[src/rtl/serial_pkg.sv]
// ----------------------------------------------------------------------------
// serial_pkg
// Shared definitions for the bit-serial datapath (operand loader, serial
// adder and their benches).
//   state_t   : loader FSM states (IDLE, SHIFT)
//   DEF_WIDTH : default operand width in bits
// ----------------------------------------------------------------------------
package serial_pkg;

   typedef enum logic {
      IDLE  = 1'b0,
      SHIFT = 1'b1
   } state_t;

   localparam int DEF_WIDTH = 4;

endpackage

[src/rtl/serial_operand_loader.sv]
// ----------------------------------------------------------------------------
// serial_operand_loader
// Accepts a parallel operand pair (a_word, b_word) with a valid/ready
// handshake and streams it LSB first, one bit of each operand per cycle,
// towards a serial adder. first_bit / last_bit frame each pair so the adder
// can clear its carry and capture its final carry_out.
//
// Parameters
//   WIDTH      operand width, 2..32
// Ports
//   clk        clock, rising edge
//   rst        synchronous active-high reset
//   in_valid   operand pair valid
//   in_ready   pair accepted when in_valid && in_ready at a rising edge
//   a_word     operand A (parallel)
//   b_word     operand B (parallel)
//   a_bit      serial operand A bit
//   b_bit      serial operand B bit
//   bit_valid  a_bit/b_bit are live
//   first_bit  bit 0 of a pair
//   last_bit   bit WIDTH-1 of a pair
//
// Build option
//   SERIAL_LOADER_DBUF_EN  adds a one-entry holding buffer so a pair can be
//                          accepted while the previous one is still shifting.
// ----------------------------------------------------------------------------
module serial_operand_loader
   import serial_pkg::*;
#(
   parameter int WIDTH = DEF_WIDTH
) (
   input  logic             clk,
   input  logic             rst,
   input  logic             in_valid,
   output logic             in_ready,
   input  logic [WIDTH-1:0] a_word,
   input  logic [WIDTH-1:0] b_word,
   output logic             a_bit,
   output logic             b_bit,
   output logic             bit_valid,
   output logic             first_bit,
   output logic             last_bit
);

   localparam int            CW    = $clog2(WIDTH);
   localparam logic [CW-1:0] LAST  = CW'(WIDTH - 1);

   state_t           state, state_nxt;
   logic [CW-1:0]    cnt;
   logic [WIDTH-1:0] a_sr, b_sr;
   logic             at_last;   // SHIFT with counter at WIDTH-1
   logic             xfer;      // handshake completes this edge
   logic             load_go;   // shift registers take a new pair this edge
   logic [WIDTH-1:0] a_src, b_src;

   assign at_last = (state == SHIFT) && (cnt == LAST);
   assign xfer    = in_valid && in_ready;

`ifdef SERIAL_LOADER_DBUF_EN
   logic             hold_full;
   logic [WIDTH-1:0] hold_a, hold_b;

   // A buffered pair always goes ahead of a pair arriving on the same edge.
   assign load_go = ((state == IDLE) && xfer) || (at_last && (hold_full || xfer));
   assign a_src   = hold_full ? hold_a : a_word;
   assign b_src   = hold_full ? hold_b : b_word;

   always_ff @(posedge clk) begin
      if (rst) begin
         hold_full <= 1'b0;
         hold_a    <= '0;
         hold_b    <= '0;
      end else if (at_last && hold_full) begin
         // buffer drains into the shifter and may refill on the same edge
         hold_full <= xfer;
         if (xfer) begin
            hold_a <= a_word;
            hold_b <= b_word;
         end
      end else if ((state == SHIFT) && !at_last && xfer) begin
         hold_full <= 1'b1;
         hold_a    <= a_word;
         hold_b    <= b_word;
      end
   end
`else
   assign load_go = xfer;
   assign a_src   = a_word;
   assign b_src   = b_word;
`endif

   // state register
   always_ff @(posedge clk) begin
      if (rst) state <= IDLE;
      else     state <= state_nxt;
   end

   // next state
   always_comb begin
      state_nxt = state;
      if (load_go)                          state_nxt = SHIFT;
      else if ((state == IDLE) || at_last)  state_nxt = IDLE;
   end

   // datapath: shift registers and bit counter
   always_ff @(posedge clk) begin
      if (rst) begin
         cnt  <= '0;
         a_sr <= '0;
         b_sr <= '0;
      end else if (load_go) begin
         cnt  <= '0;
         a_sr <= a_src;
         b_sr <= b_src;
      end else if (state == SHIFT) begin
         cnt  <= at_last ? '0 : cnt + CW'(1);
         a_sr <= a_sr >> 1;
         b_sr <= b_sr >> 1;
      end
   end

   // outputs
   always_comb begin
      a_bit     = 1'b0;
      b_bit     = 1'b0;
      bit_valid = 1'b0;
      first_bit = 1'b0;
      last_bit  = 1'b0;
`ifdef SERIAL_LOADER_DBUF_EN
      in_ready  = !hold_full || at_last;
`else
      in_ready  = (state == IDLE) || at_last;
`endif
      if (state == SHIFT) begin
         bit_valid = 1'b1;
         a_bit     = a_sr[0];
         b_bit     = b_sr[0];
         first_bit = (cnt == '0);
         last_bit  = at_last;
      end
   end

endmodule

[config.mk]
export PLATFORM = sky130hd
export DESIGN_NAME = serial_operand_loader
export DESIGN_NICKNAME = d
export VERILOG_FILES = /design/src/rtl/serial_pkg.sv /design/src/rtl/serial_operand_loader.sv
export SDC_FILE = /design/constraint.sdc
export NUM_CORES = 1
export LEC_CHECK = 0
export BUFFER_PORTS_ARGS = -buffer_cell sky130_fd_sc_hd__buf_2
export CAP_MARGIN = 20
export CORE_AREA = 2 2 46 48
export CTS_CLUSTER_DIAMETER = 80
export CTS_CLUSTER_SIZE = 20
export DETAILED_ROUTE_END_ITERATION = 10
export DIE_AREA = 0 0 48 50
export SLEW_MARGIN = 25
export SYNTH_ARGS = -nofsm -noshare
export SYNTH_HDL_FRONTEND = slang
export SYNTH_SLANG_ARGS = --single-unit
[constraint.sdc]
create_clock -name clk -period 3.9 [get_ports clk]
set_input_delay 0.39 -clock clk [delete_from_list [all_inputs] [get_ports clk]]
set_output_delay 0.39 -clock clk [all_outputs]
set_load 0.02 [all_outputs]
After elaboration in Yosys (flattened, before gate mapping)
Cells that the tools add are included.
- flip-flop bits (word level): 11
- input port bits: 11
- output and inout bits: 6
- word-level logic and storage cells: 26
- $add $sub $neg: 1
- equality and inequality tests: 1
- multiplexer cells: 12
- bitwise operators: 1
- reductions and logical operators: 7
- operators by type and width (operator ; count):
    4-bit two-way mux ; 4
    1-bit two-way mux ; 7
    2-bit nonzero test ; 2
    2-bit by 1-bit adder with 2-bit output (second input constant) ; 1
    2-bit equality test (second input constant) ; 1
    1-bit logical AND ; 2
    2-bit zero test ; 1
    2-bit two-way mux ; 1
    2-bit OR reduction ; 1
    1-bit logical OR ; 1
    1-bit NOT ; 1

Logic depth before layout (Yosys ltp)
- depth after elaboration: 5
- gate-level depth with buffers: 6
- depth with buffers taken out: 5

Least setup slack after synthesis
Ideal clock, no wire load.
- kind: register to register
- start point: reg state
- end point: reg a_sr[0]
- library setup time: 0.138 ns
- arrival: 1.207 ns
- data required time: 3.762 ns
- slack: 2.555 ns
- cell stages (with the launch flop): 7
- path buffers: 2
- period minus slack after synthesis: 1.345 ns
- path through: dfxtp_1 -> buf_6 -> nor2b_4 -> buf_6 -> inv_8 -> a211oi_2 -> nor4_2
- word-level cells in the longest chain between the ends: 4
- elaborated cells between the ends (all ways): 6
- those cells by class: mux: 1; bitwise: 1; reduce/logical: 4
- RTL lines (item ; RTL line ; RTL):
    start: declaration ; serial_operand_loader.sv:48 ; state_t state, state_nxt;
    start signal: assignment ; serial_operand_loader.sv:95 ; else state <= state_nxt;
    1-bit logical AND or 1-bit NOT (tied branches) ; serial_operand_loader.sv:56, serial_operand_loader.sv:132 ;
    1-bit logical OR * ; serial_operand_loader.sv:132 ; in_ready = (state == IDLE) || at_last;
    net in_ready ; serial_operand_loader.sv:35 ; output logic in_ready,
    1-bit logical AND * ; serial_operand_loader.sv:57 ; assign xfer = in_valid && in_ready;
    4-bit two-way mux or 2-bit nonzero test (tied branches) ; - ;
    end signal: assignment ; serial_operand_loader.sv:113 ; a_sr <= a_src;
    end signal: assignment ; serial_operand_loader.sv:117 ; a_sr <= a_sr >> 1;
    end: declaration ; serial_operand_loader.sv:50 ; logic [WIDTH-1:0] a_sr, b_sr;
Mark *: on every way through the listed nets, which the timed path passes. The rest lies on a longest branch.
A chain may end at the register's enable or synchronous reset.

Final worst setup path
- start point: reg state
- end point: out in_ready
- word-level cells in the longest chain between the ends: 2
- elaborated cells between the ends (all ways): 3
- those cells by class: bitwise: 1; reduce/logical: 2
- RTL lines (item ; RTL line):
    1-bit logical AND or 1-bit NOT (tied branches) ; serial_operand_loader.sv:56, serial_operand_loader.sv:132
    1-bit logical OR * ; serial_operand_loader.sv:132
    end: declaration ; serial_operand_loader.sv:35
Every way passes the cells marked *; elsewhere a longest branch is shown, timed or not.

==> run metrics <==
die extent in x=48 um; ys async rst share=0%; Final Hold Violating Endpoints=0; GRT Residual Overflow=0; Post-Syn Instances=63; CP top delay family=flip-flops; RSZ-0062 raised after global routing=false; Post-synth EDFFs=0; ANT nets after route=0; crit-path cells=nor2b_4, inv_8, buf_2; Net Sw Frac=28.7%; H-tree levels=1; Hold/Removal Path Class=in -> reg; Initial DRT Pass Iterations=4; Root Buffer=clkbuf_4; P&R area growth vs syn=15.6%; Final Wtd Congestion=0.764; hold slack=388 ps; die area=0.00240 mm^2; Clk Latency, worst-skew pair=260 ps; final setup TNS=0 ps; FF+latch count, synth=11; # setup viols final=0; max cap viols=0; worst path bufs/invs=2; Worst setup EP type=primary output; Clock Tree Buf Depth=2; share of the synthesized area in the top cell type=34.3%; Tcrit/Tclk final=46.1%; drt wl/cell=11.3 um; reg2reg start=state; PD cells=349 mW/mm^2; clock sinks=11; Starting DRT DRC Count=5; Synth cell types=19; sequential area share after synthesis=34.3%; I/O pin count=17; Mapped Area=642 um^2; Filler Cells Inserted=201; TritonCTS clock tree=yes; Final Max Tran Viols=0; Clock Skew=6.28 ps; worst setup path startpoint=state; leading area contributor after synthesis=dfxtp_1; fin crit period=1800 ps; final net count=91; first-pass GRT wire length=2080 um; DR vias=487; pin count of the biggest net entering global routing=19; crit-path max cell delay=500 ps; Worst slew margin=76.0%; Synth Warn #=0; Starting Density=33.8%; Startpoint Class=register; Leak Pwr=0.290 nW; overall global routing resource usage=12.3%; Syn Nets=76; height of the die=50 um; arrival time worst endpoint=1410 ps; worst hold start=b_word[3]; Setup CP Type=reg -> out; status=complete, no violations; Worst Path Max Fanout=10; NetSw=0.0000742 W; drc violations=0; clock share of power=29.3%; Resize count post-CTS=0; ANT cells=0; Slowest-stage cell, CP=dfxtp_1; Core ar.=0.00190 mm^2; Peak supply drop=0.000172 V; vias per cell=4.68; vias in the first global route=463; share of post-route cells with drive strength above 1=44.2%; Post-DP HPWL=873 um; hold bufs inserted after CTS=0; initial antenna violation count=0; internal power=0.000185 W; worst path required time=3510 ps; worst slew pin tran=360 ps; CTS Buf Count=3; clock-pin slew on the worst setup and hold paths=70 ps; I/O Buffers=16; ranking of synthesized cells by area=dfxtp_1 (34%), a211oi_2 (12%), nor4_2 (12%); postcts setup bufs=0; commonest cells in the netlist=dfxtp_1 (11), nor2_1 (11), a211oi_2 (6), nor3b_1 (6), nor4_2 (6); fmax=0.556 GHz; syn avg cell area=10.2 um^2; Cell Rows=16; Comb power frac=21.6%; Flop pwr share=49.2%; Post-synth top flop=dfxtp_1; final wirelength=1180 um
## path summary, 6_finish.rpt
path	slack, ps	cells after the start	to
max	2100	3	in_ready
max reg2reg	2480	4	a_sr[1]
min reg2reg	520	2	a_sr[0]
min	390	3	b_sr[3]
## through the flow
| stage | area (um^2) | util [%] | power [W] | std cells | setup slack [ps] |
|---|---|---|---|---|---|
| 2_1_floorplan | 642 | - | 0.000176 | 63 | 2550 |
| 3_3_place_gp | 716 | 37.6 | 0.000186 | 100 | 2410 |
| 3_5_place_dp | 716 | 37.6 | 0.000187 | 100 | 2360 |
| 4_1_cts | 742 | 39.0 | 0.000265 | 104 | 2060 |
| 5_1_grt | 742 | 39.0 | 0.000278 | 104 | 1960 |
| 6_report | 742 | 39.0 | 0.000259 | 104 | 2100 |
## sequential cells by signal, indices dropped and copies added (netlist names)
register	count
state	1
cnt	2
a_sr	4
b_sr	4
## placed cells by master, fill, tap and decap left out
cell type	netlist	routed
buf_2	2	16
and2_1	4	4
a211oi_1	1	1
inv_8	1	1
clkbuf_4	0	3
nor3b_1	6	6
a32oi_1	2	2
nor2b_4	1	1
mux2i_1	2	2
clkbuf_1	1	1
a211oi_2	6	6
ha_1	2	2
nor2_4	1	1
nor4_2	6	6
dfxtp_1	11	11
nor2_1	11	11
inv_1	2	2
or2_1	1	1
## power groups by stage
stage	clock, W	sequential [W]	combinational, W
global placement	0	0.000130	0.0000563
CTS	0.0000807	0.000128	0.0000566
global route	0.0000875	0.000129	0.0000623
finish	0.0000758	0.000127	0.0000558
detailed placement	0	0.000130	0.0000564
floorplan	0	0.000128	0.0000473
## area by class of cell
| cell class | count | area (um^2) | share of cell area [%] |
|---|---|---|---|
| Multi-Input combinational cell | 43 | 363 | 48.9 |
| Sequential cell | 11 | 220 | 29.7 |
| Timing Repair Buffer | 16 | 80.1 | 10.8 |
| Tap cell | 27 | 33.8 | 4.55 |
| Clock buffer | 4 | 26.3 | 3.54 |
| Inverter | 3 | 18.8 | 2.53 |
## worst reg2reg max path, stage by stage, from the launching register on
cell and delay [ps]:
dfxtp_1 500, nor2b_4 390, inv_8 90, a211oi_2 250, nor4_2 70
## metal layers
layer  global-route usage (%)  part of all wire [%]  vias up
li1                         -                     -      251
met4                     6.76                     0        0
met1                     17.0                    51      222
met3                     4.76                   6.6        0
met5                        0                     0        -
met2                     15.8                    43       14
## kinds of logic (layout without fill, tap and decap cells)
logic type / Yosys count / after routing / synth area share (%)
AO/OA/AOI/OAI: 9 / 9 / 15.6
adder cells (fa/ha/maj): 2 / 2 / 3.90
AND/OR/NAND/NOR: 30 / 30 / 33.9
flip-flops: 11 / 11 / 34.3
multiplexers: 2 / 2 / 3.12
buffers and inverters: 9 / 23 / 9.16
(Power assumes the default switching activity.)
